[src/rtl/pipe_pkg.sv]
// Shared types, default geometry and the gap-mask helper for the pipe field.
package pipe_pkg;

  typedef enum logic [1:0] {
    IDLE = 2'd0,
    RUN  = 2'd1,
    HALT = 2'd2
  } state_t;

  localparam int DEF_ROWS = 16;
  localparam int DEF_COLS = 16;
  // Widest column the helper can build; real columns use the low ROWS bits.
  localparam int MAX_ROWS = 64;

  // Column mask: ones everywhere in 0..rows-1 except a gap_h-row hole.
  // The hole start folds raw values past the last legal position back into range.
  function automatic logic [MAX_ROWS-1:0] gap_mask(input logic [3:0] raw,
                                                   input int rows,
                                                   input int gap_h);
    int gmax;
    int gap_top;
    logic [MAX_ROWS-1:0] m;
    gmax    = rows - gap_h;
    gap_top = (int'(raw) < gmax) ? int'(raw) : int'(raw) - gmax;
    m       = '0;
    for (int r = 0; r < MAX_ROWS; r++) begin
      m[r] = (r < rows) && !((r >= gap_top) && (r < gap_top + gap_h));
    end
    return m;
  endfunction

endpackage

[src/rtl/pipe_column_gen.sv]
// Combinational random-sample to pipe-column mask generator.
module pipe_column_gen
  import pipe_pkg::*;
#(
  parameter int ROWS  = DEF_ROWS,
  parameter int GAP_H = 4
) (
  input  logic [3:0]      raw,
  output logic [ROWS-1:0] mask
);

  logic [MAX_ROWS-1:0] full_mask;
  // Rows above ROWS are always zero from the helper; tied off here.
  logic                unused_hi;

  // Build the full-width mask and keep the rows this field actually has.
  always_comb begin
    full_mask = gap_mask(raw, ROWS, GAP_H);
    mask      = full_mask[ROWS-1:0];
    unused_hi = ^full_mask[MAX_ROWS-1:ROWS];
  end

endmodule

[src/rtl/pipe_scroller.sv]
// Pipe field builder/scroller: FSM, spawn counter and column shift register.
module pipe_scroller
  import pipe_pkg::*;
#(
  parameter int ROWS     = DEF_ROWS,
  parameter int COLS     = DEF_COLS,
  parameter int GAP_H    = 4,
  parameter int SPACING  = 6,
  parameter int BIRD_COL = 3
) (
  input  logic                 clk,
  input  logic                 reset,
  input  logic                 tick,
  input  logic                 start,
  input  logic                 crash,
  input  logic [9:0]           rnd,
  output logic [COLS*ROWS-1:0] grid,
  output logic [ROWS-1:0]      bird_col,
  output logic                 score_pulse,
  output logic                 running
);

  localparam int CNT_W = (SPACING > 2) ? $clog2(SPACING) : 1;
  localparam logic [CNT_W-1:0] CNT_LAST = CNT_W'(SPACING - 1);

  state_t                 state_p1;
  logic [COLS*ROWS-1:0]   grid_p1;
  logic [CNT_W-1:0]       cnt_p1;
  logic                   pulse_p1;

  logic [ROWS-1:0]        spawn_mask;
  logic [ROWS-1:0]        insert_col;
  logic [COLS*ROWS-1:0]   grid_shifted;
  logic                   pipe_reaching_bird;
  // Only the low nibble of the LFSR picks the gap.
  logic                   unused_rnd_hi;

  pipe_column_gen #(
    .ROWS  (ROWS),
    .GAP_H (GAP_H)
  ) u_column_gen (
    .raw  (rnd[3:0]),
    .mask (spawn_mask)
  );

  // Next-column selection and the one-column-left shifted field.
  always_comb begin
    unused_rnd_hi      = ^rnd[9:4];
    insert_col         = (cnt_p1 == CNT_LAST) ? spawn_mask : '0;
    grid_shifted       = {insert_col, grid_p1[COLS*ROWS-1:ROWS]};
    pipe_reaching_bird = |grid_p1[(BIRD_COL+1)*ROWS +: ROWS];
  end

  // Game FSM with field, spawn counter and score pulse registers.
  always_ff @(posedge clk) begin
    if (reset) begin
      state_p1 <= IDLE;
      grid_p1  <= '0;
      cnt_p1   <= '0;
      pulse_p1 <= 1'b0;
    end else begin
      pulse_p1 <= 1'b0;
      case (state_p1)
        IDLE, HALT: begin
          if (start) begin
            state_p1 <= RUN;
            grid_p1  <= '0;
            cnt_p1   <= '0;
          end
        end
        RUN: begin
          if (crash) begin
            state_p1 <= HALT;
          end else if (tick) begin
            grid_p1  <= grid_shifted;
            cnt_p1   <= (cnt_p1 == CNT_LAST) ? '0 : cnt_p1 + 1'b1;
            pulse_p1 <= pipe_reaching_bird;
          end
        end
        default: state_p1 <= IDLE;
      endcase
    end
  end

  assign grid        = grid_p1;
  assign score_pulse = pulse_p1;
  assign bird_col    = grid_p1[BIRD_COL*ROWS +: ROWS];
  assign running     = (state_p1 == RUN);

endmodule

[config.mk]
export PLATFORM = sky130hd
export DESIGN_NAME = pipe_scroller
export DESIGN_NICKNAME = d
export VERILOG_FILES = /design/src/rtl/pipe_pkg.sv /design/src/rtl/pipe_column_gen.sv /design/src/rtl/pipe_scroller.sv
export SDC_FILE = /design/constraint.sdc
export NUM_CORES = 1
export LEC_CHECK = 0
export ABC_AREA = 0
export CORE_MARGIN = 8
export CORE_UTILIZATION = 49
export CTS_BUF_LIST = sky130_fd_sc_hd__clkbuf_8
export DETAILED_ROUTE_END_ITERATION = 10
export GPL_ROUTABILITY_DRIVEN = 1
export GPL_TIMING_DRIVEN = 0
export PLACE_DENSITY = 0.82
export SYNTH_ARGS = -nofsm -noshare
export SYNTH_HDL_FRONTEND = slang
export SYNTH_SLANG_ARGS = --single-unit
[constraint.sdc]
create_clock -name clk -period 2 [get_ports clk]
set_input_delay 0.4 -clock clk [delete_from_list [all_inputs] [get_ports clk]]
set_output_delay 0.4 -clock clk [all_outputs]
set_load 0.05 [all_outputs]
==> results of run 1 <==
==> cell usage in the layout, fill, tap and decap left out, types with 3 or more instances in the layout <==
master           Yosys  final
nor4_1               4      4
dlygate4sd2_1        0    256
nand3b_1            10     10
dfxtp_1            262    261
buf_1               17     12
clkbuf_8             0     47
clkdlybuf4s15_1      0      5
buf_2               18     18
o21ai_0              6      6
buf_4               16     20
nand3_1            245    245
o31ai_1              5      5
a21oi_1            257    257
nand2b_1             3      3
nand2_1            255    255
clkbuf_2             0     35
clkdlybuf4s50_1      0      7
clkbuf_1            82     55
clkinv_2             0      3
o211ai_1             4      4
a211oi_1             4      4
nor2_1               9      9
ha_1                 4      4
inv_1                6     23
clkdlybuf4s15_2      0      7
==> tightest hold or removal path, stage by stage <==
cell and delay (ns):
clkbuf_1 0.16, or4_4 0.20, o21ai_0 0.08
==> cell families (layout without fill, tap and decap cells) <==
kind of cell | count (synthesis) | after routing | share of synthesized area [%]
buf+inv | 139 | 490 | 6.16
other cells | 0 | 1 | 0
fa+ha+maj | 4 | 4 | 0.510
simple gates | 539 | 539 | 24.9
compound gates | 283 | 283 | 15.0
flops | 262 | 262 | 53.4
==> sequential cells by signal, indices dropped and copies added, names as in the netlist <==
name / flops
cnt_p1: 3
grid: 256
score_pulse: 1
state_p1: 2
==> power by group through the flow <==
stage / clock network [mW] / logic, mW / registers [mW]
finish: 4.11 / 0.710 / 5.23
global route: 4.40 / 0.778 / 5.22
CTS: 4.14 / 0.688 / 5.23
detailed placement: 0 / 0.677 / 5.34
global placement: 0 / 0.666 / 5.34
floorplan: 0 / 0.475 / 5.34
==> area by class of cell <==
| cell class | instances | area (um2) | share of cell area (%) |
|---|---|---|---|
| Sequential cell | 262 | 5250 | 39.1 |
| Multi-Input combinational cell | 826 | 3970 | 29.6 |
| Timing Repair Buffer | 283 | 2490 | 18.6 |
| Clock buffer | 47 | 647 | 4.82 |
| Buffer | 133 | 627 | 4.67 |
| Tap cell | 265 | 332 | 2.47 |
| Clock inverter | 21 | 86.3 | 0.643 |
| Inverter | 6 | 22.5 | 0.168 |
| Antenna cell | 1 | 2.50 | 0.0186 |
==> timing repair <==
action	in CTS	in global routing
gates resized for setup	313	52
endpoints found under the setup margin	450	146
gates cloned	0	0
setup buffers	0	2
==> worst max path at each step <==
stage | slack [ns] | start | end
after CTS | -0.07 | state_p1[0] | running
after global placement | -0.62 | crash | grid[5]
final | 0.05 | state_p1[0] | running
after floorplan | 0.26 | crash | grid[248]
after detailed placement | -0.66 | crash | grid[51]
after global routing | -0.02 | state_p1[0] | running
==> cells in the mapped netlist (all sizes together) <==
master   instances  area [um2]
a211oi           4        30.0
a21o             2        15.0
a21oi          257        1290
a22oi            2        15.0
a311oi           1        8.76
and2             1        6.26
and3             2        12.5
and4             1        8.76
buf             51         274
clkbuf          82         308
dfxtp          262        5250
ha               4        50.1
inv              6        22.5
nand2          255         957
nand2b           3        18.8
nand3          245        1230
nand3b          10        75.1
nand4bb          1        27.5
nor2             9        33.8
nor2b            2        12.5
nor3             2        10.0
nor4             4        25.0
o2111ai          1        8.76
o211ai           4        30.0
o21ai            6        30.0
o21bai           1        7.51
o31ai            5        37.5
or3              1        6.26
or3b             2        17.5
or4              1        11.3
==> metrics by stage <==
| stage | setup slack, ns | std cells | total power, mW |
|---|---|---|---|
| 2_1_floorplan | 0.259 | 1227 | 5.81 |
| 3_3_place_gp | -0.621 | 1773 | 6.01 |
| 3_5_place_dp | -0.664 | 1773 | 6.02 |
| 4_1_cts | -0.0678 | 1841 | 10.1 |
| 5_1_grt | -0.0204 | 1844 | 10.4 |
| 6_report | 0.0472 | 1844 | 10.0 |
==> routing by layer <==
layer / GRT usage, % / vias to the layer above / part of all wire, %
met4: 10.2 / 2 / 3.2
met1: 29.6 / 4777 / 39
met2: 44.6 / 443 / 47
li1: - / 4854 / -
met5: 0 / - / 0.038
met3: 8.42 / 92 / 11
==> out/results.ini, run 1 <==
[run_status]
outcome=completed

[grt]
grt_max_degree=11
gr-total-overflow=0
grt_pass1_vias=9803
grt_usage_pct=26.0
antenna_found_initial=2
grt_pass1_wl_mm=51.8

[drt]
drt_iter0_markers=421
drtAntennaViolNets=0
route.vias.total=10200
totalWireLength_mm=33.8
route.detailed.drc=0
drt-pass1-iter-count=5
wl_per_cell_um=18.4
viasPerCell=5.51

[worst_setup_path]
rr_endpoint=grid[216]
rrSetupSlack_ns=0.15
worstSetupStartpointType=flop
crit_chain=nor2b_1, buf_4, buf_4, buf_6
critPathKind=reg -> out
ff2ff_path_depth=6
critPathSlowestCell=dfxtp_4
critPathMaxFanout=10
worst-path-buf-inv=3
arrival_ns=1.55
cp_num_cells=4
cp_top_family=buffers and inverters
r2r-start=state_p1[0]
cp.required_ns=1.60
endpoint_kind=primary output
crit_path_max_incr_delay_ns=0.38
critPathMostFrequentCell=buf_4

[yosys]
syn-cell-area_um2=9820
ys_types=33
syn_nets=1246
avgSynthCellArea_um2=8.00
synthesis.instances=1227
ys_warn_count=0
ys_ff_latch=262
ys_seq_area_share_pct=53.4

[cts]
path_clk_slew_ns=0.06
cts-htree-levels=2
clkLatencyLatePin_ns=0.54
numClockSinks=262
cts_max_path_buffers=3
hold_buffers=0
cts_tree=built
cts_buffers=42
cts_root_buffer=clkbuf_8

[sta]
rsz0062_at_grt=true
tightest_slew_ns=0.586
relSlewSlack_pct=61.1
max_freq_mhz=512
setup_viol=0
hold_viol_final=0
slew_violations=0
layout_min_cycle_time_ns=1.95
tns_ns=0
timing.final.crit_share_pct=97.6
holdWs_ns=0.363
fin_worst_skew_ns=0.0175

[place]
dpl_cell_area_um2=13000
numPortBuffers=281
place_congestion=0.912
hpwl_mm=25.3

[floorplanning]
dieArea_um2=24800
coreArea_um2=19600
die_y_um=158
start_util_pct=50.1
row_count=51
die_x_um=158
io_pins=289

[hold_path]
min_path_cells=3
worstHoldStart=reset
hp-class=in -> reg
min_to=grid[245]

[power_and_ir_drop]
power.internal_mw=7.49
swShare_pct=25.4
p_seq_share_pct=52.0
leakagePower_nw=5.78
p_comb_share_pct=7.1
power.switching_mw=2.55
vdd_drop_max_mv=0.410
clock_power_share_pct=40.9
p_per_area_nw_per_um2=748

[layout]
post_route_cells_drive_above_1_share_pct=8.62
final_cell_area_um2=13400
num-nets-final=1573
fill_cells=1751
fin_util_pct=68.5
area_delta_synth_final_pct=36.8

[run]
cap_viol_max_count=0

Power figures use the tool's default switching activity.
==> run 2: changes to the inputs <==
- ABC_AREA: 0 -> unset
- SKIP_LAST_GASP: unset -> 1
==> out/results.ini, run 2 (synthesized netlist as in run 1, its figures left out) <==
[place]
numPortBuffers=281  ; unchanged
place_congestion=0.912  ; unchanged
dpl_cell_area_um2=13000  ; unchanged
hpwl_mm=25.3  ; unchanged

[floorplanning]
die_x_um=158  ; unchanged
row_count=51  ; unchanged
die_y_um=158  ; unchanged
coreArea_um2=19600  ; unchanged
io_pins=289  ; unchanged
start_util_pct=50.1  ; unchanged
dieArea_um2=24800  ; unchanged

[cts]
cts_max_path_buffers=3  ; unchanged
clkLatencyLatePin_ns=0.54  ; about the same
cts_buffers=42  ; unchanged
cts_root_buffer=clkbuf_8  ; unchanged
numClockSinks=262  ; unchanged
cts_tree=built  ; unchanged
path_clk_slew_ns=0.06  ; about the same
cts-htree-levels=2  ; unchanged

[layout]
area_delta_synth_final_pct=36.7  ; was 36.8%
post_route_cells_drive_above_1_share_pct=8.17  ; was 8.62%
largest_register_ffs=256  ; unchanged
final_common_cell=dfxtp_1  ; unchanged
fin_util_pct=68.5  ; about the same
final_cell_mix=261 x dfxtp_1, 257 x a21oi_1, 256 x dlygate4sd2_1  ; unchanged
final_cell_area_um2=13400  ; about the same
fill_cells=1753  ; was 1751
num-nets-final=1573  ; unchanged
regArea_um2=5250  ; unchanged
multi_input_area_um2=3970  ; unchanged

[sta]
timing.final.crit_share_pct=97.5  ; was 97.6%
slew_violations=0  ; unchanged
setup_viol=0  ; unchanged
relSlewSlack_pct=60.5  ; was 61.1%
fin_worst_skew_ns=0.0184  ; was 0.0175 ns
rsz0062_at_grt=true  ; unchanged
max_freq_mhz=513  ; was 512 MHz
layout_min_cycle_time_ns=1.95  ; about the same
hold_viol_final=0  ; unchanged
tightest_slew_ns=0.595  ; was 0.586 ns

[power_and_ir_drop]
leakagePower_nw=5.76  ; was 5.78 nW
vdd_drop_max_mv=0.410  ; about the same
p_per_area_nw_per_um2=748  ; about the same
total_power_mw=10.0  ; about the same

[drt]
route.detailed.drc=0  ; unchanged
route.vias.total=10100  ; was 10200
wl_per_cell_um=18.3  ; was 18.4 um
totalWireLength_mm=33.8  ; about the same
drt_iter0_markers=427  ; was 421
drt-pass1-iter-count=5  ; unchanged
viasPerCell=5.50  ; was 5.51
drtAntennaViolNets=0  ; unchanged

[worst_setup_path]
cp.required_ns=1.60  ; about the same
worst-path-buf-inv=2  ; was 3
endpoint_kind=primary output  ; unchanged
critPathMaxFanout=4  ; was 10
rrSetupSlack_ns=0.15  ; about the same
ff2ff_path_depth=6  ; unchanged
crit_chain=buf_4, clkdlybuf4s15_1  ; was nor2b_1, buf_4, buf_4, buf_6
cp_num_cells=2  ; was 4
worstSetupStartpointType=flop  ; unchanged
crit_path_max_incr_delay_ns=0.48  ; was 0.38 ns
critPathSlowestCell=clkdlybuf4s15_1  ; was dfxtp_4
arrival_ns=1.55  ; about the same
critPathKind=reg -> out  ; unchanged
cp_top_family=buffers and inverters  ; unchanged

[hold_path]
min_path_cells=3  ; unchanged
hp-class=in -> reg  ; unchanged

[grt]
grt_pass1_wl_mm=51.8  ; about the same
grt_usage_pct=26.0  ; about the same
gr-total-overflow=0  ; unchanged
grt_pass1_vias=9807  ; was 9803
antenna_found_initial=2  ; unchanged
grt_max_degree=11  ; unchanged

[run]
cap_viol_max_count=0  ; unchanged

[run_status]
outcome=completed  ; unchanged

run 2: changes by cell type in the layout (fill, tap and decap cells not counted):
cell / delta
clkbuf_2: -7
buf_1: +6
clkbuf_1: +1
buf_4: -1
buf_8: +1
run 2: final cells by class:
cell class / count / share of cell area (%)
flip-flops and latches: 262 / 39.1
multi-input cells: 826 / 29.6
repair buffers: 283 / 18.6
clock buffers: 47 / 4.82
plain buffers: 133 / 4.63
well taps: 265 / 2.47
clock inverters: 21 / 0.643
inverters: 6 / 0.168
diodes: 1 / 0.0186
run 2: stage by stage:
step | setup WS [ns] | setup TNS (ns) | std cells | hold WS (ns)
after floorplan | 0.259 | 0 | 1227 | 0.455
after global placement | -0.621 | -118.58 | 1773 | 0.438
after detailed placement | -0.664 | -123.75 | 1773 | 0.443
after CTS | -0.238 | -14.53 | 1841 | 0.334
after global routing | -0.0289 | -0.265 | 1844 | 0.402
final | 0.0502 | 0 | 1844 | 0.361
run 2: what timing repair did:
action                     in CTS  in global routing
buffers inserted                0                  2
hold endpoints to repair        0                  0
hold buffers                    0                  0
pin swaps                       0                  0
gates resized for setup       307                 56
setup endpoints to repair     450                219
run 2: layer usage:
metal / wire (um) / vias up / global-route usage [%] / share of wire (%)
met5: 13 / - / 0 / 0.039
met4: 1150 / 2 / 10.2 / 3.4
met3: 3550 / 90 / 8.45 / 11
met2: 15800 / 449 / 44.4 / 47
met1: 13200 / 4757 / 29.6 / 39
li1: - / 4850 / - / -
run 2: worst reg2reg max path: stages (launching register included):
cell and delay (ns):
dfxtp_4 0.36, nand2b_1 0.21, nand2_1 0.19, clkbuf_2 0.29, buf_1 0.40, nand3_1 0.16, a21oi_1 0.18
run 2: power by group:
part	switching [mW]	leakage, nW	internal (mW)
Combinational	0.564	3.21	0.146
Sequential	0.00382	2.11	5.22
Clock	1.98	0.440	2.13
run 2: worst paths after layout:
path                from   endpoint
min                reset  grid[248]
max reg2reg  state_p1[0]  grid[158]
max             grid[63]   grid[63]
min reg2reg      grid[9]    grid[9]
==> run 3: changes to the inputs <==
- clock period: 2 -> 2.1 ns (I/O delays scaled with it)
==> out/results.ini, run 3 (synthesized netlist as in run 1, its figures left out) <==
[layout]
largest_register_ffs=256  ; unchanged
post_route_cells_drive_above_1_share_pct=6.22  ; was 8.17%
num-nets-final=1571  ; was 1573
final_common_cell=dlygate4sd2_1  ; was dfxtp_1
final_cell_area_um2=13400  ; about the same
final_cell_mix=270 x dlygate4sd2_1, 261 x dfxtp_1, 257 x a21oi_1  ; was 261 x dfxtp_1, 257 x a21oi_1, 256 x dlygate4sd2_1
multi_input_area_um2=3970  ; unchanged
fill_cells=1753  ; unchanged
regArea_um2=5250  ; about the same
final_cells=1842  ; was 1844
area_delta_synth_final_pct=36.3  ; was 36.7%

[worst_setup_path]
setup.worst_path.end=running  ; was grid[63]
r2r-start=state_p1[0]  ; unchanged
critPathSlowestCell=dfxtp_2  ; was clkdlybuf4s15_1
startpoint=state_p1[0]  ; was grid[63]
critPathKind=reg -> out  ; unchanged
cp.required_ns=1.68  ; was 1.60 ns
rrSetupSlack_ns=0.17  ; was 0.15 ns
critPathMostFrequentCell=clkbuf_4
ff2ff_path_depth=7  ; was 6
crit_chain=nor2b_1, clkbuf_4, clkbuf_4, buf_4  ; was buf_4, clkdlybuf4s15_1
endpoint_kind=primary output  ; unchanged
crit_path_max_incr_delay_ns=0.38  ; was 0.48 ns
arrival_ns=1.73  ; was 1.55 ns
worstSetupStartpointType=flop  ; unchanged
critPathMaxFanout=10  ; was 4
rr_endpoint=grid[31]  ; was grid[158]

[cts]
path_clk_slew_ns=0.06  ; about the same
clkLatencyLatePin_ns=0.53  ; was 0.54 ns
cts-htree-levels=2  ; unchanged
cts_max_path_buffers=3  ; unchanged
numClockSinks=262  ; unchanged
cts_root_buffer=clkbuf_8  ; unchanged
cts_buffers=42  ; unchanged
hold_buffers=0  ; unchanged
cts_tree=built  ; unchanged

[sta]
slew_violations=0  ; unchanged
hold_viol_final=0  ; unchanged
fin_worst_skew_ns=0.0152  ; was 0.0184 ns
layout_setup_ws_ns=-0.0465  ; was 0.0502 ns
max_freq_mhz=466
rsz0062_at_grt=true  ; unchanged
tightest_slew_ns=0.580  ; was 0.595 ns
relSlewSlack_pct=61.3  ; was 60.5%
layout_min_cycle_time_ns=2.15
setup_viol=1  ; was 0
timing.final.crit_share_pct=102

[drt]
route.detailed.drc=0  ; unchanged
wl_per_cell_um=18.4  ; was 18.3 um
drtAntennaViolNets=0  ; unchanged
totalWireLength_mm=33.9  ; was 33.8 mm
drt_iter0_markers=427  ; unchanged
drt-pass1-iter-count=5  ; unchanged
viasPerCell=5.48  ; was 5.50
route.vias.total=10100  ; about the same

[floorplanning]
start_util_pct=50.1  ; unchanged
dieArea_um2=24800  ; unchanged
die_x_um=158  ; unchanged
die_y_um=158  ; unchanged
io_pins=289  ; unchanged
row_count=51  ; unchanged
coreArea_um2=19600  ; unchanged

[run_status]
outcome=finished, violations left  ; was completed
violations=negative setup slack

[power_and_ir_drop]
vdd_drop_max_mv=0.389  ; was 0.410 mV
leakagePower_nw=5.78  ; was 5.76 nW
p_per_area_nw_per_um2=714  ; was 748 nW/um2

[place]
place_congestion=0.912  ; unchanged
placed_cells_incl_taps=1773  ; unchanged
hpwl_mm=25.3  ; unchanged
numPortBuffers=281  ; unchanged
dpl_cell_area_um2=13000  ; unchanged

[grt]
grt_usage_pct=26.0  ; unchanged
grt_max_degree=11  ; unchanged
grt_pass1_wl_mm=51.8  ; unchanged
grt_pass1_vias=9807  ; unchanged
antenna_found_initial=2  ; unchanged
gr-total-overflow=0  ; unchanged

[hold_path]
hp-class=in -> reg  ; unchanged
min_path_cells=3  ; unchanged

[run]
cap_viol_max_count=0  ; unchanged

## run 3: critical path, delay by kind of cell (launching register included)
kind | cells | cell delay, ns
simple gates | 1 | 0.17
buf+inv | 3 | 0.65
flops | 1 | 0.38
## run 3: how the worst min path moves through the flow
| stage | startpoint | end | slack [ns] |
|---|---|---|---|
| after global placement | grid[11] | grid[11] | 0.44 |
| after global routing | reset | grid[254] | 0.42 |
| after floorplan | cnt_p1[1] | cnt_p1[1] | 0.46 |
| after detailed placement | grid[8] | grid[8] | 0.44 |
| final | reset | grid[248] | 0.38 |
| after CTS | reset | grid[248] | 0.35 |
## run 3: per-layer routing
layer  GRT usage (%)  share of wire, %  up-vias  wire length [um]
li1                -                 -     4840                 -
met1            29.6                39     4751             13300
met2            44.4                47      424             15900
met3            8.45                10       85              3550
met4            10.2               3.2        0              1090
met5               0                 0        -                 0
## run 3: report_power, final
group          internal (mW)  total [mW]  switching [mW]
Combinational          0.124       0.662           0.537
Sequential              4.97        4.98         0.00356
Clock                   2.02        3.91            1.89
Total                   7.12        9.55            2.43
## run 3: area by class of cell
type,count,share of cell area [%]
flip-flops and latches,262,39.2
multi-input cells,826,29.7
repair buffers,281,18.5
clock buffers,47,4.84
plain buffers,133,4.45
well taps,265,2.48
clock inverters,21,0.645
inverters,6,0.168
diodes,1,0.0187
## run 3: per-stage QoR
| stage | power [mW] | hold WS, ns | util (%) | setup TNS [ns] | worst slack [ns] |
|---|---|---|---|---|---|
| 4_1_cts | 9.57 | 0.354 | 68.2 | -4.52 | -0.195 |
| 3_5_place_dp | 5.73 | 0.443 | 66.2 | -103.46 | -0.584 |
| 2_1_floorplan | 5.54 | 0.455 | - | 0 | 0.339 |
| 6_report | 9.55 | 0.382 | 68.3 | -0.0465 | -0.0465 |
| 3_3_place_gp | 5.72 | 0.438 | 66.2 | -98.57 | -0.541 |
| 5_1_grt | 9.89 | 0.422 | 68.3 | -0.126 | -0.126 |
## run 3: timing repair
action,4_1_cts,5_1_grt
setup endpoints to repair,372,183
setup buffers,0,0
resized for setup,281,16
gates cloned,0,0
